`config.mk`:
```
export PLATFORM = sky130hd
export DESIGN_NAME = timebase_ctrl
export DESIGN_NICKNAME = d
export VERILOG_FILES = /design/src/rtl/timebase_pkg.sv /design/src/rtl/timebase_div.sv /design/src/rtl/timebase_ctrl.sv
export SDC_FILE = /design/constraint.sdc
export NUM_CORES = 1
export LEC_CHECK = 0
export ABC_AREA = 1
export CORE_ASPECT_RATIO = 0.75
export CORE_MARGIN = 2
export CORE_UTILIZATION = 31
export DETAILED_ROUTE_END_ITERATION = 7
export DONT_BUFFER_PORTS = 1
export PLACE_DENSITY = 0.5
export SYNTH_ARGS = -nofsm -noshare
export SYNTH_HDL_FRONTEND = slang
export SYNTH_SLANG_ARGS = --single-unit
export TNS_END_PERCENT = 20
```
`constraint.sdc`:
```
create_clock -name clk_in -period 2.4 [get_ports clk_in]
set_input_delay 0.36 -clock clk_in [delete_from_list [all_inputs] [get_ports clk_in]]
set_output_delay 0.36 -clock clk_in [all_outputs]
set_load 0.03 [all_outputs]
```
`src/rtl/timebase_pkg.sv`:
```
// ---------------------------------------------------------------------------
// timebase_pkg
// Shared types and constants for the acquisition timebase controller.
//   tb_state_t : controller state encoding (IDLE=0, ARMED=1, CAPTURE=2, HOLD=3)
//   RATE_W     : width of the rate selector
//   DIV_W      : width of the sample-rate divider (largest ratio is 200)
//   DIV_TABLE  : 1-2-5 divide ratios indexed by rate selector
//   div_lookup : rate selector -> divide ratio
// ---------------------------------------------------------------------------
package timebase_pkg;

    typedef enum logic [1:0] {
        IDLE    = 2'd0,
        ARMED   = 2'd1,
        CAPTURE = 2'd2,
        HOLD    = 2'd3
    } tb_state_t;

    localparam int RATE_W = 3;
    localparam int DIV_W  = 8;

    localparam logic [DIV_W-1:0] DIV_TABLE [0:(1<<RATE_W)-1] = '{
        8'd1, 8'd2, 8'd5, 8'd10, 8'd20, 8'd50, 8'd100, 8'd200
    };

    function automatic logic [DIV_W-1:0] div_lookup(input logic [RATE_W-1:0] sel);
        return DIV_TABLE[sel];
    endfunction

endpackage

```
`src/rtl/timebase_div.sv`:
```
// ---------------------------------------------------------------------------
// timebase_div
// Clearable modulo counter producing the sample strobe.
//   clk_in : system clock
//   rst    : asynchronous active-high reset
//   en     : count enable
//   clr    : synchronous clear to 0 (wins over en)
//   div    : modulus; count runs 0..div-1
//   tick   : high while enabled and the count sits at div-1
// ---------------------------------------------------------------------------
module timebase_div
    import timebase_pkg::*;
(
    input  logic             clk_in,
    input  logic             rst,
    input  logic             en,
    input  logic             clr,
    input  logic [DIV_W-1:0] div,
    output logic             tick
);

    localparam logic [DIV_W-1:0] ONE = DIV_W'(1);

    logic [DIV_W-1:0] cnt;

    // Combinational from registers only, so the strobe lands on the cycle
    // the count equals div-1 rather than one cycle later.
    assign tick = en && (cnt == div - ONE);

    always_ff @(posedge clk_in or posedge rst) begin
        if (rst) begin
            cnt <= '0;
        end else if (clr) begin
            cnt <= '0;
        end else if (en) begin
            cnt <= tick ? '0 : cnt + ONE;
        end
    end

endmodule

```
`src/rtl/timebase_ctrl.sv`:
```
// ---------------------------------------------------------------------------
// timebase_ctrl
// Acquisition timebase: divides the clock into one-cycle sample strobes at a
// 1-2-5 rate and sequences arm -> trigger -> fixed-length capture -> hand-off.
//
// Optional feature macro: TIMEBASE_AUTOTRIG_EN
//   defined   : ARMED self-triggers after AUTO_TIMEOUT cycles without trig
//   undefined : ARMED waits indefinitely, auto_trig tied 0
//
// Ports
//   clk_in      in   system clock
//   rst         in   asynchronous active-high reset
//   rate_sel    in   index into DIV_TABLE, latched on entry to ARMED
//   arm         in   one-cycle request to start acquisition
//   single      in   1 = stop after one frame, 0 = re-arm after ack
//   trig        in   one-cycle trigger event
//   stop        in   abort to IDLE from any state (highest priority)
//   frame_ack   in   display side has consumed the frame
//   sample_en   out  one-cycle sample strobe (CAPTURE only)
//   sample_idx  out  write index of the current strobe
//   done        out  one-cycle pulse on entry to HOLD
//   frame_ready out  frame complete and awaiting ack
//   busy        out  high in ARMED or CAPTURE
//   state_o     out  current state encoding
//   auto_trig   out  last frame was auto-triggered
// ---------------------------------------------------------------------------
module timebase_ctrl
    import timebase_pkg::*;
#(
    parameter int FREQ_IN      = 100_000_000,
    parameter int REC_LEN      = 640,
    parameter int AUTO_TIMEOUT = 10_000_000
) (
    input  logic                       clk_in,
    input  logic                       rst,
    input  logic [RATE_W-1:0]          rate_sel,
    input  logic                       arm,
    input  logic                       single,
    input  logic                       trig,
    input  logic                       stop,
    input  logic                       frame_ack,
    output logic                       sample_en,
    output logic [$clog2(REC_LEN)-1:0] sample_idx,
    output logic                       done,
    output logic                       frame_ready,
    output logic                       busy,
    output logic [1:0]                 state_o,
    output logic                       auto_trig
);

    localparam int IDX_W = $clog2(REC_LEN);
    localparam logic [IDX_W-1:0] IDX_LAST = IDX_W'(REC_LEN - 1);
    localparam logic [IDX_W-1:0] IDX_ONE  = IDX_W'(1);

    tb_state_t        state;
    logic [DIV_W-1:0] div_q;
    logic [IDX_W-1:0] idx;
    logic             go;
    logic             start_capture;
    logic             enter_armed;
    logic             tick;

    // Transition qualifiers shared by the FSM and the auto-trigger logic.
    assign start_capture = !stop && (state == ARMED) && go;
    assign enter_armed   = !stop && (((state == IDLE) && arm) ||
                                     ((state == HOLD) && frame_ack && !single));

`ifdef TIMEBASE_AUTOTRIG_EN
    // AUTO_TIMEOUT must be >= 2 so the counter has at least one bit.
    localparam int TMO_W = $clog2(AUTO_TIMEOUT);
    localparam logic [TMO_W-1:0] TMO_LAST = TMO_W'(AUTO_TIMEOUT - 1);
    localparam logic [TMO_W-1:0] TMO_ONE  = TMO_W'(1);

    logic [TMO_W-1:0] tmo;
    logic             auto_fire;
    logic             auto_q;

    // A real trig on the timeout cycle takes precedence and counts as real.
    assign auto_fire = (state == ARMED) && !trig && (tmo == TMO_LAST);
    assign go        = trig || auto_fire;
    assign auto_trig = auto_q;

    always_ff @(posedge clk_in or posedge rst) begin
        if (rst) begin
            tmo    <= '0;
            auto_q <= 1'b0;
        end else begin
            // Held at 0 outside ARMED, so every ARMED entry starts from 0.
            if (state != ARMED || stop) begin
                tmo <= '0;
            end else begin
                tmo <= tmo + TMO_ONE;
            end
            if (enter_armed) begin
                auto_q <= 1'b0;
            end else if (start_capture) begin
                auto_q <= auto_fire;
            end
        end
    end
`else
    assign go        = trig;
    assign auto_trig = 1'b0;
`endif

    timebase_div u_div (
        .clk_in (clk_in),
        .rst    (rst),
        .en     ((state == CAPTURE) && !stop),
        .clr    (start_capture || stop),
        .div    (div_q),
        .tick   (tick)
    );

    assign sample_en  = tick;
    assign sample_idx = idx;
    assign state_o    = state;

    always_ff @(posedge clk_in or posedge rst) begin
        if (rst) begin
            state       <= IDLE;
            div_q       <= DIV_TABLE[0];
            idx         <= '0;
            done        <= 1'b0;
            frame_ready <= 1'b0;
            busy        <= 1'b0;
        end else begin
            done <= 1'b0;
            if (stop) begin
                state       <= IDLE;
                idx         <= '0;
                frame_ready <= 1'b0;
                busy        <= 1'b0;
            end else begin
                case (state)
                    IDLE: begin
                        // A same-cycle trig is dropped; only the arm lands.
                        if (arm) begin
                            state <= ARMED;
                            busy  <= 1'b1;
                            div_q <= div_lookup(rate_sel);
                        end
                    end
                    ARMED: begin
                        if (go) begin
                            state <= CAPTURE;
                            idx   <= '0;
                        end
                    end
                    CAPTURE: begin
                        if (tick) begin
                            // Index stays on the last sample while in HOLD.
                            if (idx == IDX_LAST) begin
                                state       <= HOLD;
                                done        <= 1'b1;
                                frame_ready <= 1'b1;
                                busy        <= 1'b0;
                            end else begin
                                idx <= idx + IDX_ONE;
                            end
                        end
                    end
                    HOLD: begin
                        if (frame_ack) begin
                            frame_ready <= 1'b0;
                            if (single) begin
                                state <= IDLE;
                            end else begin
                                state <= ARMED;
                                busy  <= 1'b1;
                                div_q <= div_lookup(rate_sel);
                            end
                        end
                    end
                    default: state <= IDLE;
                endcase
            end
        end
    end

endmodule

```
# == After elaboration in Yosys (flattened, before gate mapping) ==
# Memories as Yosys holds them, arrays and structs flattened.
# Index checks and enable logic that the tools add are counted.
# word_totals
n_memories,1
inputBits,10
word_cells,84
regBits,31
romBits,64
# memory_table
name,depth,word_bits,rd,rd_ports_with_merged_regs,wr,line,rtl
(name not given),8,8,1,0,0,timebase_pkg.sv:27,return DIV_TABLE[sel];
# op_classes
n_lt_le_gt_ge,1
eq_ne,15
n_reduce_logical,17
addsub,3
n_bitwise,2
muxes,38
# ops
operator,n
8-bit 2-to-1 mux,8
10-bit 2-to-1 mux,4
10-bit one-hot mux with 2 select lines,1
8-bit one-hot mux with 2 select lines,1
1-bit 2-to-1 mux,15
3-bit != test (second input constant),5
2-bit 2-to-1 mux,6
10-bit by 1-bit adder with 10-bit output (second input constant),1
10-bit == test (second input constant),1
5-bit AND reduction,2
8-bit by 1-bit adder with 8-bit output (second input constant),1
8-bit == test,1
2-bit one-hot mux with 4 select lines,1
4-bit AND reduction,2
8-bit by 1-bit subtractor with 8-bit output (second input constant),1
2-bit != test (second input constant),3
3-bit by 2-bit != test with 1-bit output (second input constant),2
6-bit AND reduction,1
3-bit nonzero test,2
2-bit == test (second input constant),2
4-bit >= comparator (second input constant),1
1-bit logical AND,4
3-bit NOT with 4-bit output,1
2-bit nonzero test,2
8 further kinds,8

# == Logic depth before layout (Yosys ltp) ==
# depth
depth_word,7
depth_mapped,13
depth_no_buf,13

# == Modules after synthesis ==
# From an unflattened synthesis, not the netlist that was laid out.
# unflattened
cells_unflattened,322
area_unflattened_um2,2270.9
# by_module_without_submodules
module,seq_area_each_um2,n_inst,cells_each,area_each_um2
timebase_ctrl,576.8,1,193,1482.7
timebase_div,200.2,1,129,788.3

# == Worst setup path before layout ==
# Ideal clock, no wire load.
# synth_timing
kind,register -> output
start,register div_q[0]
end,output sample_en
setup_slack_ns,0.388
required_time_ns,2.040
arrival_ns,1.652
n_path_buf,0
stages_incl_launch_ff,11
cell_sequence,dfstp_2 inv_1 ha_1 inv_1 nand2_1 nand2_1 nor2_1 nand4_2 nor2_2 nand4_1 inv_1
# synth_via
elab_chain_len,3
# synth_rtl
element,line,rtl
start: declaration,timebase_ctrl.sv:56,logic [DIV_W-1:0] div_q;
start signal: assignment,timebase_ctrl.sv:122,div_q <= DIV_TABLE[0];
start signal: assignment,timebase_ctrl.sv:141,div_q <= div_lookup(rate_sel);
start signal: assignment,timebase_ctrl.sv:171,div_q <= div_lookup(rate_sel);
8-bit by 1-bit subtractor with 8-bit output,timebase_div.sv:28,assign tick = en && (cnt == div - ONE);
8-bit == test,timebase_div.sv:28,
1-bit logical AND,timebase_div.sv:28,
end: declaration,timebase_ctrl.sv:42,"output logic sample_en,"
# No other way between the ends.

# == Worst setup path in the final report ==
# Ends and elaborated chain as after synthesis.

==> results.txt <==
----------------------------------------------------
[Run status]
  Outcome ... complete, no violations

[STA]
  Count of final setup violators ... 0
  Worst setup skew after layout ... 0.00811 ns
  Final Hold Violating Endpoints ... 0
  Post-layout minimum cycle time ... 2.29 ns
  Hold slack final ... 0.0481 ns
  Post-route fraction of the period consumed by the critical path ... 95.4%
  Fmax achieved ... 437 MHz
  Fin. max-slew vios ... 0

[Clocking]
  Clk sinks ... 31
  Total CTS buffers ... 5
  Master cell of the clock root buffer ... sky130_fd_sc_hd__clkbuf_8
  TritonCTS clock tree ... yes
  Buffers from clock root to sink, at most ... 2
  Clock latency of the later-clocked register in the worst-skew pair ... around 0.28 ns
  Clock transition at path regs ... around 0.070 ns
  Count of H-tree levels built during CTS ... 2

[Worst setup path]
  Ordered cell list for the critical path ... inv_4, ha_4, inv_1, nand2_1, nand2_1, nor2_2, nand4_2, nor2_2, nand4_1, inv_2
  Sort of element at the start of the critical path ... register
  Required time at the endpoint of the critical path ... between 2 and 2.5 ns
  Peak per-stage delay on the critical path ... 0.56 ns
  Crit path max fanout ... 6
  Worst EP arrival ... a little under 2 ns
  Crit end category ... primary output
  Reg-to-reg setup timing slack ... 0.19 ns
  Reg-to-reg critical path startpoint ... div_q[0]
  CP max stage cell ... sky130_fd_sc_hd__dfstp_2
  Reg-to-reg endpoint ... sample_idx[2]
  Critical path class ... register to primary output
  Number of cells on the worst reg-to-reg path ... 15
  Number of buffers and inverters on the critical path ... 3
  Kind of cell with the highest combined delay on the critical path ... flip-flops

[Floorplanning]
  Placement row count ... 26
  Die Y-Extent ... 77.7 µm
  Number of top-level design ports ... 27
  Placeable core area ... slightly below 7000 µm²
  Starting Density ... roughly a third
  Die Width ... 102 µm
  Full die area ... 7940 µm²

[Yosys]
  Syn Nets ... 341
  Share of synthesized registers carrying an async set or reset ... 100%
  Yosys top cell area share ... 33.5%
  Warning count from the yosys run ... 0
  Most frequently used flop master after synthesis ... sky130_fd_sc_hd__dfrtp_1
  Post-synthesis cell area ... around 2200 µm²
  Synth cell types ... 35
  Number of synthesized flops with an enable pin ... 0
  Most numerous cell types in the synthesized netlist ... sky130_fd_sc_hd__nand2_1 (87), sky130_fd_sc_hd__inv_1 (44), sky130_fd_sc_hd__nor2_1 (31)
  Post-synthesis sequential area ratio ... between 30% and 40%
  Syn_area_per_cell ... 7.03 µm²
  Most common cell in the synthesized netlist ... sky130_fd_sc_hd__nand2_1
  Largest cells by area after synthesis ... sky130_fd_sc_hd__dfrtp_1 (33%), sky130_fd_sc_hd__nand2_1 (15%), sky130_fd_sc_hd__inv_1 (7.4%)
  Number of instances in the synthesized netlist ... 319
  Synth area leader ... sky130_fd_sc_hd__dfrtp_1
  Number of flip-flops and latches in the synthesized netlist ... 31

[Layout]
  Total of fill cells in the finished design ... 784
  Relative area change from synthesis to final layout ... 12.3%
  Layout cell share with drive strength beyond 1 ... 12.0%
  Final design instance area without fill ... 2520 µm²
  Number of nets in the layout ... 355
  Final cell utilization of the core ... 36.5%
  Count of inserted antenna diode cells ... 0
  Count of placed standard cells in the final layout, fillers left out ... 432

[Run]
  Max-capacitance violation count ... 0

[Power and ir drop]
  Cell area power density ... 884 nW/µm²
  Proportion of power drawn by the clock network ... approximately 19%
  Internal power ... 0.00122 W
  Switching power total ... 0.00101 W
  Power share of the combinational group ... between 40% and 50%
  Switching power share of the total ... 45.3%
  Overall power consumption ... 0.00223 W
  Static leakage ... approximately 1.2 nW
  Seq pwr share ... between 30% and 40%
  IR drop worst, VDD ... 0.269 mV

[Placed design]
  Placed Cells incl. Taps ... 421
  Placed wire-length estimate ... 4240 µm
  Count of input and output buffers ... 0
  Routability congestion estimate from global placement ... 0.841
  Post-placement cell area ... around 2400 µm²

[Routing]
  1st-iter DRT viols ... 132
  Overall routed net length ... 5640 µm
  Antenna viol nets, final ... 0
  Via/cell ratio ... 4.73
  Number of search-and-repair iterations in the first detailed-routing pass ... 4
  Post-detailed-route wirelength per cell ... 13.1 µm
  Total number of vias ... 2044
  # DRC ... 0

[GRT]
  Vias in the first global route ... 1915
  Pin count of the biggest net entering global routing ... 32
  First-pass GRT wire length ... 9580 µm
  Total routing usage reported by global routing ... 15.5%
  Number of antenna violations at the first check in global routing ... 0
  Total gr overflow ... 0

[Hold path]
  Class of the worst hold path ... input pin to asynchronous set/reset pin

----------------------------------------------------
sequential cells by signal (all words and copies together), names as in the netlist:
signal and count:
u_div.cnt 8, state_o 2, done 1, frame_ready 1
busy 1, sample_idx 10, div_q 8
power groups by stage:
stage	logic, W	registers (W)	clock network, W
finish	0.00105	0.000745	0.000430
global route	0.00121	0.000762	0.000470
CTS	0.00105	0.000741	0.000445
detailed placement	0.000985	0.000749	0
global placement	0.000976	0.000747	0
floorplan	0.000730	0.000776	0
timing repair:
| action | 4_1_cts | 5_1_grt |
|---|---|---|
| resized for setup | 3 | 3 |
| pin swaps | 3 | 4 |
| endpoints found under the setup margin | 1 | 14 |
| endpoints found under the hold margin | 0 | 0 |
| hold buffers | 0 | 0 |
| buffers inserted | 3 | 0 |
through the flow:
step | TNS (ns) | setup WS, ns
finish | 0 | 0.111
global route | -0.00489 | -0.00489
CTS | 0 | 0.00953
detailed placement | 0 | 0.174
global placement | 0 | 0.225
floorplan | 0 | 0.388
placed cells by master, fill, tap and decap left out, drive strengths merged:
cell type   n
a21oi       9
a31o        1
a31oi       1
buf        12
clkbuf      7
clkinv      3
conb        1
dfrtp      30
dfstp       1
ha         12
inv        49
nand2      90
nand3      27
nand4      17
nor2       34
nor3        5
nor3b       1
nor4        5
o21ai      12
o22ai       7
o31ai       1
or2         1
xnor2       2
xor2        6
final cells by class:
| cell class | count | area (µm²) | share of cell area [%] |
|---|---|---|---|
| multi-input cells | 232 | 1240 | 49.4 |
| well taps | 98 | 123 | 4.87 |
| inverters | 51 | 194 | 7.70 |
| flip-flops and latches | 31 | 777 | 30.8 |
| clock buffers | 7 | 86.3 | 3.43 |
| clock inverters | 1 | 5.00 | 0.199 |
| repair buffers | 12 | 90.1 | 3.57 |
per-layer routing:
metal	vias to the layer above	routed length [µm]	track usage [%]
li1	1063	-	-
met1	922	2970	23.1
met2	52	2320	21.9
met3	7	305	3.96
met4	0	46	4.40
met5	-	0	0
worst max-delay path by stage:
| stage | depth (start not counted) | startpoint | endpoint | slack, ns |
|---|---|---|---|---|
| floorplan | 10 | div_q[0] | sample_en | 0.39 |
| global placement | 10 | div_q[0] | sample_en | 0.22 |
| detailed placement | 10 | div_q[0] | sample_en | 0.17 |
| CTS | 10 | div_q[0] | sample_en | 0.01 |
| global route | 10 | div_q[0] | sample_en | -0.005 |
| finish | 10 | div_q[0] | sample_en | 0.11 |
cell families (layout without fill, tap and decap cells):
logic type               Yosys count  after routing  synth area share (%)
XOR/XNOR                           8              8                  3.12
AO/OA/AOI/OAI                     31             31                  7.64
adder cells (fa/ha/maj)           12             12                  6.69
AND/OR/NAND/NOR                  180            180                  36.8
buffers and inverters             56             71                  10.9
flip-flops                        31             31                  34.6
other                              1              1                 0.167
worst reg2reg max path: stages, from the launching register on:
cell	delay (ns)
sky130_fd_sc_hd__dfstp_2	0.56
sky130_fd_sc_hd__inv_4	0.06
sky130_fd_sc_hd__ha_4	0.26
sky130_fd_sc_hd__inv_1	0.03
sky130_fd_sc_hd__nand2_1	0.05
sky130_fd_sc_hd__nand2_1	0.06
sky130_fd_sc_hd__nor2_2	0.09
sky130_fd_sc_hd__nand4_2	0.08
sky130_fd_sc_hd__nor2_2	0.11
sky130_fd_sc_hd__buf_4	0.12
sky130_fd_sc_hd__buf_4	0.09
sky130_fd_sc_hd__nand3_2	0.11
sky130_fd_sc_hd__nand2_8	0.17
sky130_fd_sc_hd__nand3_4	0.16
sky130_fd_sc_hd__nand2_1	0.10
sky130_fd_sc_hd__nand2_1	0.06
(Power assumes the default switching activity.)
